### config.mk
export PLATFORM = sky130hd
export DESIGN_NAME = alu_shl_result_buffer
export DESIGN_NICKNAME = d
export VERILOG_FILES = /design/src/rtl/alu_shl_result_buffer.sv
export SDC_FILE = /design/constraint.sdc
export NUM_CORES = 1
export LEC_CHECK = 0
export BUFFER_PORTS_ARGS = -buffer_cell sky130_fd_sc_hd__buf_2
export CAP_MARGIN = 15
export CORE_UTILIZATION = 59
export DETAILED_ROUTE_END_ITERATION = 6
export MAX_ROUTING_LAYER = met4
export PLACE_DENSITY = 0.83
export REMOVE_ABC_BUFFERS = 1
export SYNTH_ARGS = -nofsm -noshare
export SYNTH_HDL_FRONTEND = slang
export SYNTH_SLANG_ARGS = --single-unit
### constraint.sdc
create_clock -name clk -period 5.25 [get_ports clk]
set_clock_uncertainty 0.2 [all_clocks]
set_input_delay 0 -clock clk [delete_from_list [all_inputs] [get_ports clk]]
set_output_delay 0 -clock clk [all_outputs]
set_load 0.005 [all_outputs]
### src/rtl/alu_shl_result_buffer.sv
// alu_shl_result_buffer
//   Sits after the N-bit shift-left ALU. Each accepted transaction (a, b, r)
//   is checked against a reference shift. The captured r and its status flags
//   are queued in a small FIFO that is drained by a valid/ready consumer.
//   A saturating counter tracks how many accepted results were wrong.
//
// Ports
//   clk, rst          rising-edge clock, synchronous active-high reset
//   in_valid/in_ready upstream handshake; in_ready depends on occupancy only
//   a, b, r           operand, shift amount (b[1:0] used), shifter result
//   out_valid/out_ready  consumer handshake for the head entry
//   out_r, out_zero, out_lost, out_err  head entry; all 0 while empty
//   count             occupancy, 0..DEPTH
//   err_cnt           saturating count of accepted mismatches
module alu_shl_result_buffer #(
   parameter int WIDTH = 3,
   parameter int DEPTH = 4,
   parameter int ERRW  = 8
) (
   input  logic                     clk,
   input  logic                     rst,
   input  logic                     in_valid,
   output logic                     in_ready,
   input  logic [WIDTH-1:0]         a,
   input  logic [WIDTH-1:0]         b,
   input  logic [WIDTH-1:0]         r,
   output logic                     out_valid,
   input  logic                     out_ready,
   output logic [WIDTH-1:0]         out_r,
   output logic                     out_zero,
   output logic                     out_lost,
   output logic                     out_err,
   output logic [$clog2(DEPTH):0]   count,
   output logic [ERRW-1:0]          err_cnt
);

   localparam int PW = $clog2(DEPTH);
   localparam int CW = PW + 1;

   // ------------------------------------------------------------------
   // Reference shift and flags, evaluated on the incoming transaction.
   // a is widened by 3 bits so the bits shifted past WIDTH land in the top
   // field; OR-ing that field is exactly "some 1 bit was discarded". With a
   // 2-bit shift amount this also covers sh >= WIDTH (expected = 0, lost = |a).
   // ------------------------------------------------------------------
   logic [1:0]        sh;
   logic [WIDTH+2:0]  ext;
   logic [WIDTH-1:0]  expected;
   logic              in_zero, in_lost, in_err;
   logic              unused_b;

   assign sh       = b[1:0];
   assign ext      = {3'b000, a} << sh;
   assign expected = ext[WIDTH-1:0];
   assign in_lost  = |ext[WIDTH+2:WIDTH];
   assign in_zero  = (r == '0);
   assign in_err   = (r != expected);
   assign unused_b = ^b;

   // ------------------------------------------------------------------
   // FIFO control
   // ------------------------------------------------------------------
   logic [PW-1:0] wr_ptr, rd_ptr;
   logic          push, pop;

   // Full never accepts, even when the head is popping this cycle.
   assign in_ready  = (count < CW'(DEPTH));
   assign out_valid = (count != '0);
   assign push      = in_valid && in_ready;
   assign pop       = out_valid && out_ready;

   always_ff @(posedge clk) begin
      if (rst) begin
         wr_ptr  <= '0;
         rd_ptr  <= '0;
         count   <= '0;
         err_cnt <= '0;
      end else begin
         if (push) wr_ptr <= wr_ptr + PW'(1);
         if (pop)  rd_ptr <= rd_ptr + PW'(1);
         case ({push, pop})
            2'b10:   count <= count + CW'(1);
            2'b01:   count <= count - CW'(1);
            default: count <= count;
         endcase
         if (push && in_err && (err_cnt != '1))
            err_cnt <= err_cnt + ERRW'(1);
      end
   end

   // ------------------------------------------------------------------
   // Storage; contents need no reset because outputs are gated by count.
   // ------------------------------------------------------------------
   logic [WIDTH-1:0] mem_r [DEPTH];
   logic [DEPTH-1:0] mem_zero, mem_lost, mem_err;

   always_ff @(posedge clk) begin
      if (push && !rst) begin
         mem_r[wr_ptr]    <= r;
         mem_zero[wr_ptr] <= in_zero;
         mem_lost[wr_ptr] <= in_lost;
         mem_err[wr_ptr]  <= in_err;
      end
   end

   assign out_r    = out_valid ? mem_r[rd_ptr]    : '0;
   assign out_zero = out_valid ? mem_zero[rd_ptr] : 1'b0;
   assign out_lost = out_valid ? mem_lost[rd_ptr] : 1'b0;
   assign out_err  = out_valid ? mem_err[rd_ptr]  : 1'b0;

endmodule

==> results of run 1 <==
==> registers in the layout (all words and copies together), names as in the netlist, named ones only <==
signal / flops
mem_zero: 4
mem_r: 12
mem_err: 4
err_cnt: 8
rd_ptr: 2
wr_ptr: 2
count: 3
mem_lost: 4
==> per-stage QoR <==
stage	hold WS, ns	power [W]	worst slack (ns)	cells	utilization
after CTS	0.0569	0.000904	2.75	242	0.739
after global routing	0.186	0.000955	2.59	242	0.739
after floorplan	-0.131	0.000595	3.02	150	-
final	0.0621	0.000904	2.70	242	0.739
after global placement	0.0942	0.000677	2.91	224	0.681
after detailed placement	0.111	0.000699	2.82	224	0.681
==> how the worst max path moves through the flow <==
| stage | start | endpoint | slack [ns] |
|---|---|---|---|
| 2_1_floorplan | count[0]$_SDFFE_PP0P_ | count[2]$_SDFFE_PP0P_ | 3.02 |
| 3_3_place_gp | count[0]$_SDFFE_PP0P_ | count[2]$_SDFFE_PP0P_ | 2.91 |
| 3_5_place_dp | count[0]$_SDFFE_PP0P_ | count[2]$_SDFFE_PP0P_ | 2.82 |
| 4_1_cts | count[0]$_SDFFE_PP0P_ | count[2]$_SDFFE_PP0P_ | 2.75 |
| 5_1_grt | count[0]$_SDFFE_PP0P_ | count[2]$_SDFFE_PP0P_ | 2.59 |
| 6_report | count[0]$_SDFFE_PP0P_ | count[2]$_SDFFE_PP0P_ | 2.70 |
==> layout by cell type (no fill, tap or decap), types with 2 or more instances in the layout <==
cell                            Yosys  final
sky130_fd_sc_hd__a21oi_1            7      7
sky130_fd_sc_hd__a31oi_1            4      4
sky130_fd_sc_hd__and2_1            11     11
sky130_fd_sc_hd__and3_1             2      2
sky130_fd_sc_hd__buf_2              0     30
sky130_fd_sc_hd__clkbuf_4           0      5
sky130_fd_sc_hd__dfxtp_1           17     17
sky130_fd_sc_hd__dlygate4sd3_1      0     10
sky130_fd_sc_hd__edfxtp_1          24     24
sky130_fd_sc_hd__ha_1               6      6
sky130_fd_sc_hd__inv_1              7      7
sky130_fd_sc_hd__inv_2              2      2
sky130_fd_sc_hd__mux2i_1            2      2
sky130_fd_sc_hd__mux4_2             6      6
sky130_fd_sc_hd__nand2_1            5      5
sky130_fd_sc_hd__nand2b_1           2      2
sky130_fd_sc_hd__nand3_1            2      2
sky130_fd_sc_hd__nor2_1            12     12
sky130_fd_sc_hd__nor3_1             5      5
sky130_fd_sc_hd__nor4_1             2      2
sky130_fd_sc_hd__o21ai_0            4      4
sky130_fd_sc_hd__o31ai_1            2      2
sky130_fd_sc_hd__or3_1              2      2
sky130_fd_sc_hd__or4_1              2      2
sky130_fd_sc_hd__xnor2_1            5      5
sky130_fd_sc_hd__xor2_1             4      4
==> layer usage <==
| layer | wire (um) | global-route usage | vias up |
|---|---|---|---|
| li1 | - | - | 649 |
| met1 | 1600 | 0.298 | 639 |
| met2 | 1860 | 0.422 | 41 |
| met3 | 164 | 0.0505 | 8 |
| met4 | 46 | 0.102 | 0 |
| met5 | 0 | - | - |
==> power breakdown <==
| part | switching [W] | internal, W | leakage, nW |
|---|---|---|---|
| Combinational | 0.000142 | 0.000146 | 0.475 |
| Clock | 0.0000981 | 0.0000999 | 0.0422 |
| Sequential | 0.0000383 | 0.000379 | 0.355 |
==> cell families after synthesis <==
group / Yosys count / share of synthesized area
mux: 9 / 0.0878
fa+ha+maj: 7 / 0.0502
flops: 41 / 0.560
simple gates: 51 / 0.147
buf+inv: 13 / 0.0297
compound gates: 24 / 0.0845
xor+xnor: 9 / 0.0416
==> repair_timing <==
action / CTS / global route
endpoints found under the hold margin: 36 / 0
buffers inserted: 0 / 0
hold buffers: 10 / 0
==> area by class of cell <==
cell class                      count  area, um2  share of cell area
Clock buffer                        6       41.3              0.0183
Clock inverter                      2       35.0              0.0155
Inverter                            9       33.8              0.0150
Multi-Input combinational cell    100        778               0.345
Sequential cell                    41       1060               0.471
Tap cell                           44       55.1              0.0244
Timing Repair Buffer               40        250               0.111
==> worst max-delay path, stage by stage (launching register included) <==
cell and delay, ns:
sky130_fd_sc_hd__dfxtp_1 0.40, sky130_fd_sc_hd__inv_1 0.10, sky130_fd_sc_hd__nand3_1 0.22, sky130_fd_sc_hd__and2_1 0.24, sky130_fd_sc_hd__ha_1 0.22, sky130_fd_sc_hd__inv_1 0.08, sky130_fd_sc_hd__fa_1 0.40, sky130_fd_sc_hd__xor2_1 0.18
sky130_fd_sc_hd__or3_1 0.32, sky130_fd_sc_hd__a21oi_1 0.13
==> impl.org, run 1 <==
** Synthesis
- Number of distinct standard cells referenced by the synthesized netlist :: 40
- Yosys mapped a number of flops with a built-in enable equal to 24.
- By count the netlist is led by 24 x sky130_fd_sc_hd__edfxtp_1, 17 x sky130_fd_sc_hd__dfxtp_1, 12 x sky130_fd_sc_hd__nor2_1, 11 x sky130_fd_sc_hd__and2_1.
- Fraction of synthesized cell area taken by the top area cell type :: 0.380
- Number of register bits inferred by synthesis :: roughly 40
- Cell taking the most area after synthesis :: sky130_fd_sc_hd__edfxtp_1
- Summed instance area of the synthesized netlist :: about 1900 um2
- Fraction of registers with async set/reset :: 0
- Portion of the post-synthesis area used by sequential elements :: 0.560
- After technology mapping, the gate count stands at ~150.
- Leading cell type by number of instances after synthesis :: sky130_fd_sc_hd__edfxtp_1
- Synth Warn # :: 0
- A synthesized cell averages roughly 12 um2.
- Most common flop cell mapped by yosys :: sky130_fd_sc_hd__edfxtp_1
- Sorting the synthesized cells by area gives the leading types as sky130_fd_sc_hd__edfxtp_1 38%, sky130_fd_sc_hd__dfxtp_1 18%, sky130_fd_sc_hd__mux4_2 7.1%.

** Clock tree
- Clock tree sinks :: between 40 and 50
- Depth of the CTS H-tree :: 2
- TritonCTS clock tree :: done
- Clock Pin Slew Worst Setup and Hold Paths :: 0.11 ns
- Post-CTS repair changed the size of 0 cells.
- The clock reaches the later pin of the worst-skew pair after 0.33 ns.
- CTS buffer count :: 5
- Counting along the longest clock path gives a buffer depth of 2.
- Clock tree synthesis selected as its root buffer the cell sky130_fd_sc_hd__clkbuf_4.

** Route
- Wirelength, routed :: about 3700 um
- In the routed design, unresolved DRC markers number 0.
- For this block, the initial DRC count from the detailed router was 81.
- After detailed routing, the number of vias per cell comes to 5.52.
- Antenna violation net count after detailed routing :: 0
- The first detailed-routing pass ran for 4 iterations.
- Total number of vias :: around 1300
- In the final routed layout, each cell accounts on average for about 15 um.

** Setup path
- Cells on worst reg2reg path :: 9
- STA classifies the critical path startpoint as a flip-flop.
- The worst register-to-register path ends at count[2]$_SDFFE_PP0P_.
- Critical path endpoint category :: flip-flop
- Minimum setup slack among reg-to-reg paths :: roughly 2.7 ns
- Highest fanout seen on the critical path :: 8
- Data arrives at the worst endpoint at between 2 and 3 ns.
- Worst reg2reg path startpoint :: count[0]$_SDFFE_PP0P_
- Kind of critical path :: reg -> reg
- At the worst endpoint, the required time is between 5 and 6 ns.

** Floorplan
- The die is roughly 59 um tall.
- The floorplan step set the die width to a little under 60 um.
- After floorplanning, the core was sized to cover between 3000 and 4000 um2.
- Top-level I/O count :: 32
- The die covers approximately 3400 um2.
- Std-Cell Rows :: 20
- The initial utilization of the core area, before any placement, comes to 0.621.

** Finish
- N_diodes :: 0
- Layout cell share with drive strength beyond 1 :: 0.247
- Final std cell area, no fill :: between 2000 and 2500 um2
- Compared with the post-synthesis result, the final layout area differs by 18.9%.
- The filler cells instantiated in the layout total roughly 220.
- Layout net count :: between 200 and 250

** Timing
- Timing would allow up to ~400 MHz.
- Final-report max-slew violation count :: 0
- Setup repair after global routing left no endpoint under its margin.
- After routing, the total negative slack on setup checks comes to 0 ns.
- Final setup violation count :: 0
- Measured slew at the worst slew-check pin :: 0.512 ns
- Headroom to the max-slew limit came out at 0.656.
- Final hold violation count :: 0
- In the finished design, the share of the clock period the worst path needs comes to 0.486.
- Minimum clock period :: ~2.6 ns

** Worst hold path
- The path class of the tightest hold or removal check is in -> reg.
- Worst min-delay path endpoint :: mem_lost[0]$_DFFE_PP_
- The startpoint identified for the worst hold timing path is a[1].
- Number of instances on the worst hold path :: 3

** Run status
- Status :: complete, no violations

** Pwr
- Max IR drop VDD :: 239 uV
- Power density cells :: between 400 and 500 nW/um2
- Static Leakage :: 0.872 nW

** Placement
- At the end of routability-driven placement, the weighted congestion stood at just over 0.8.
- Buffers on Ports :: 30
- Detailed placer's ending HPWL :: roughly 2500 um
- Summing all placed instances gives a cell area of 2080 um2.

** GRT
- Maximum number of pins on one net before global-route repair :: 20
- Leftover overflow at the end of global routing :: 0
- Wire length of the first global-routing pass :: roughly 6000 um
- The via count of the first global-routing pass came to 1289.
- The initial antenna violation count came to 0.
- In the global route stage, overall resource usage came out at 0.251.

** Job
- Max-cap violation count :: 0
Power figures use the tool's default switching activity.
==> inputs of run 2 (changes only) <==
Settings changed: ABC_AREA set to 1, CORE_UTILIZATION 59 to 56, PLACE_DENSITY 0.83 to 0.79.
Clock period 5.25 ns to 2.35 ns, I/O delays scaled along.
==> impl.org, run 2 <==
** Finish
- Relative to the synthesized area, the layout overhead comes to 16.7%.
- Regs by FF count :: mem_r: 12 flops, err_cnt: 8 flops
- Commonest non-fill, non-tap cell in the layout :: sky130_fd_sc_hd__nand2_1
- Layout net count :: 315 (+45%)
- The register with the most flip-flops in the final layout is mem_r.
- The number of fill cells is 275 (+28%).
- In the layout the commonest cells are 43 x sky130_fd_sc_hd__nand2_1, 42 x sky130_fd_sc_hd__inv_1, 42 x sky130_fd_sc_hd__nor2_1, 30 x sky130_fd_sc_hd__buf_2, 24 x sky130_fd_sc_hd__edfxtp_1.
- N_diodes :: 0 (unchanged)
- Number of flip-flops under the largest register name :: 12 (unchanged)
- Layout cell share with drive strength beyond 1 :: 0.176 (-0.0718)

** Job
- Max-cap violation count :: 0 (unchanged)

** Setup path
- The number of buffers and inverters on the critical path is 2 (unchanged).
- The data arrival time at the worst-slack endpoint was 2.12 ns (-0.51 ns).
- Minimum setup slack among reg-to-reg paths :: 0.28 ns (-2.42 ns)
- Type of origin of the critical path :: flip-flop
- The data required time at the worst endpoint was 2.40 ns (-2.92 ns).
- The highest net fanout along the worst path came to 6 (-2).
- STA classifies the critical path endpoint as a flip-flop.
- In this run the critical register-to-register path is launched from count[2]$_SDFFE_PP0P_.
- The slowest stage of the critical path is the sky130_fd_sc_hd__dfxtp_1 cell.
- Walking the worst path, the cells encountered are inv_2 -> nand2_1 -> ha_1 -> inv_1 -> fa_1 -> a21oi_1 -> o21ai_0 -> o21ai_0 -> a21oi_1.
- Reg-to-reg endpoint :: count[2]$_SDFFE_PP0P_
- The worst setup path is of the reg -> reg kind.
- The maximum single-stage delay on the critical path is 0.40 ns (about the same).
- Cells on worst reg2reg path :: 9 (unchanged)
- Worst path top cell family by delay :: adder cells

** Route
- The length of the first detailed-routing pass in iterations was 4 (unchanged).
- Via count normalized by instance count :: 4.95 (-10%)
- Initial DRC Count :: 91 (+12%)
- Total number of vias :: 1692 (+27%)
- The count of unresolved DRC violations after routing came to 0 (unchanged).
- Antenna violation net count after detailed routing :: 0 (unchanged)
- Routed WL per cell :: 11.0 um (-27%)
- Wirelength, routed :: 3770 um (+2.9%)

** Floorplan
- Die H :: 62.6 um (+6.7%)
- The core box area came to 3420 um2 (+12%).
- Die boundary width :: 62.6 um (+6.7%)
- Area of the die :: 3920 um2 (+14%)
- The starting density of the core came to 0.602 (-0.0187).
- Std-Cell Rows :: 21 (+5.0%)
- Top-level I/O count :: 32 (unchanged)

** Clock tree
- The cts-stage hold buffer count was 9 (-1).
- CTS buffer count :: 5 (unchanged)
- Number of setup buffers added after CTS :: 0 (unchanged)
- The clock sink count was 41 (unchanged).
- Clock tree root driver cell :: sky130_fd_sc_hd__clkbuf_4
- The later-pin clock latency in the skew report was 0.35 ns (+0.02 ns).
- TritonCTS built the clock tree.
- The clock transition at the register clock pins on the worst setup and hold paths after CTS came to 0.12 ns (about the same).
- The maximum number of buffers from clock root to sink came to 2 (unchanged).
- Depth of the CTS H-tree :: 2 (unchanged)
- The number of cells upsized or downsized after cts came to 0 (unchanged).

** GRT
- The total congestion overflow after global routing was 0 (unchanged).
- Maximum number of pins on one net before global-route repair :: 19 (-5.0%)
- The wire length of the first global-routing pass came to 6560 um (+9.1%).
- The global-route usage over all layers was 0.221 (-0.0305).
- The via count of the first global-routing pass is 1498 (+16%).
- Number of antenna violations at the first check in global routing :: 0 (unchanged)

** Synthesis
- Number of distinct standard cells referenced by the synthesized netlist :: 23 (-43%)
- Number of instances in the synthesized netlist :: 250 (+62%)
- Syn_area_per_cell :: 8.23 um2 (-33%)
- Portion of the post-synthesis area used by sequential elements :: 0.516 (-0.0439)
- Synth Warn # :: 0 (unchanged)
- Cell taking the most area after synthesis :: sky130_fd_sc_hd__edfxtp_1
- The share of the synthesized area in the top cell type came to 0.350 (-0.0298).
- Number of register bits inferred by synthesis :: 41 (unchanged)
- Number of enable flip-flop cells after synthesis :: 24 (unchanged)
- By area the synthesized netlist is led by sky130_fd_sc_hd__edfxtp_1 35%, sky130_fd_sc_hd__dfxtp_1 17%, sky130_fd_sc_hd__nand2_1 7.8%.
- Leading cell types by count after synthesis :: 43 x sky130_fd_sc_hd__nand2_1, 42 x sky130_fd_sc_hd__inv_1, 42 x sky130_fd_sc_hd__nor2_1, 24 x sky130_fd_sc_hd__edfxtp_1, 19 x sky130_fd_sc_hd__o21ai_0
- sky130_fd_sc_hd__nand2_1 is the most common cell in the netlist.
- The cell area after technology mapping is 2060 um2 (+8.5%).
- Fraction of registers with async set/reset :: 0 (unchanged)
- For this run, the leading register cell type out of synthesis is sky130_fd_sc_hd__edfxtp_1.

** Timing
- Post-route clock period utilization :: 0.882 (+0.396)
- The final hold violation count is 0 (unchanged).
- The number of max-slew violations in the final report was 0 (unchanged).
- The worst-case headroom to the max-slew limit came to 0.649 (-0.00658).
- The pin slew with the least headroom to its limit is 0.524 ns (+0.0119 ns).
- The final number of setup-violating endpoints is 0 (unchanged).
- FMAX :: 482 MHz (+23%)
- Setup repair after global routing left no endpoint under its margin.
- The setup total negative slack is 0 ns (unchanged).
- Minimum clock period :: 2.07 ns (-0.479 ns)

** Worst hold path
- The number of instances on the worst hold path came to 5 (+2).
- The min-delay analysis places its worst path in the category in -> reg.
- Launch point of the worst hold path :: b[1]
- Worst min-delay path endpoint :: mem_err[1]$_DFFE_PP_

** Placement
- Buffers on Ports :: 30 (unchanged)
- The final weighted congestion in routability-driven placement is 0.854 (+4.2%).
- The estimated wirelength of the detail-placed design was 2690 um (+6.2%).

** Pwr
- The power density of the placed cells came to 782 nW/um2 (+95%).
- Max IR drop VDD :: 353 uV (+48%)
- The standby leakage power came to 1.10 nW (+26%).
- Total power :: 0.00188 W (+110%)

** Run status
- The run finished with clean final reports.
-- run 2: cell types whose count changed after synthesis, sizes merged, moves of 6 or more --
cell	delta
nand2	+41
inv	+38
nor2	+31
o21ai	+15
and2	-11
nand3	+10
nand4	+9
a21oi	+8
mux4	-6
-- run 2: worst max path at each step --
stage | startpoint | end | slack [ns] | cells past startpoint
4_1_cts | count[2]$_SDFFE_PP0P_ | count[2]$_SDFFE_PP0P_ | 0.26 | 9
3_5_place_dp | count[2]$_SDFFE_PP0P_ | count[2]$_SDFFE_PP0P_ | 0.29 | 9
6_report | count[2]$_SDFFE_PP0P_ | count[2]$_SDFFE_PP0P_ | 0.28 | 9
3_3_place_gp | count[2]$_SDFFE_PP0P_ | count[2]$_SDFFE_PP0P_ | 0.39 | 11
5_1_grt | count[2]$_SDFFE_PP0P_ | count[2]$_SDFFE_PP0P_ | 0.08 | 9
2_1_floorplan | count[2]$_SDFFE_PP0P_ | count[1]$_SDFFE_PP0P_ | 0.35 | 10
-- run 2: cell type report --
cell class                 instances  area (um2)  share of cell area
sequential                        41        1060               0.442
clock inverter                     2        10.0             0.00417
clock buffer                       6        41.3              0.0172
timing repair buffer              42         263               0.109
multi-input combinational        158         791               0.330
inverter                          47         176              0.0735
tap                               46        57.6              0.0240
-- run 2: per-layer routing --
layer  global-route usage  up-vias  wire [um]
met4               0.0930        0         67
met3               0.0529       10        160
met5                    -        -          0
met1                0.286      748       1800
li1                     -      895          -
met2                0.332       39       1740
-- run 2: cell families (layout without fill, tap and decap cells) --
logic type | count (synthesis) | after routing | synth area share
adder cells (fa/ha/maj) | 7 | 7 | 0.0462
flip-flops | 41 | 41 | 0.516
buffers and inverters | 51 | 97 | 0.0998
AO/OA/AOI/OAI | 35 | 35 | 0.0852
AND/OR/NAND/NOR | 115 | 115 | 0.249
XOR/XNOR | 1 | 1 | 0.00426
-- run 2: power by group --
group | internal (W) | total, W | switching, W
logic | 0.000261 | 0.000629 | 0.000368
registers | 0.000841 | 0.000914 | 0.0000727
clock network | 0.000114 | 0.000334 | 0.000220
total | 0.00122 | 0.00188 | 0.000661
-- run 2: through the flow --
step | cell area (um2) | instances | setup slack, ns | hold WS, ns | util
2_1_floorplan | 2030 | 246 | 0.348 | -0.128 | -
3_3_place_gp | 2260 | 325 | 0.388 | -0.0230 | 0.661
3_5_place_dp | 2260 | 325 | 0.292 | -0.0256 | 0.661
4_1_cts | 2400 | 342 | 0.264 | 0.0665 | 0.703
5_1_grt | 2400 | 342 | 0.0763 | 0.112 | 0.703
6_report | 2400 | 342 | 0.276 | 0.0737 | 0.703
-- run 2: worst register-to-register path, stage by stage (launching register included) --
cell and delay, ns:
sky130_fd_sc_hd__dfxtp_1 0.40, sky130_fd_sc_hd__inv_2 0.07, sky130_fd_sc_hd__nand2_1 0.18, sky130_fd_sc_hd__ha_1 0.19, sky130_fd_sc_hd__inv_1 0.07, sky130_fd_sc_hd__fa_1 0.38, sky130_fd_sc_hd__a21oi_1 0.15, sky130_fd_sc_hd__o21ai_0 0.13
sky130_fd_sc_hd__o21ai_0 0.16, sky130_fd_sc_hd__a21oi_1 0.05
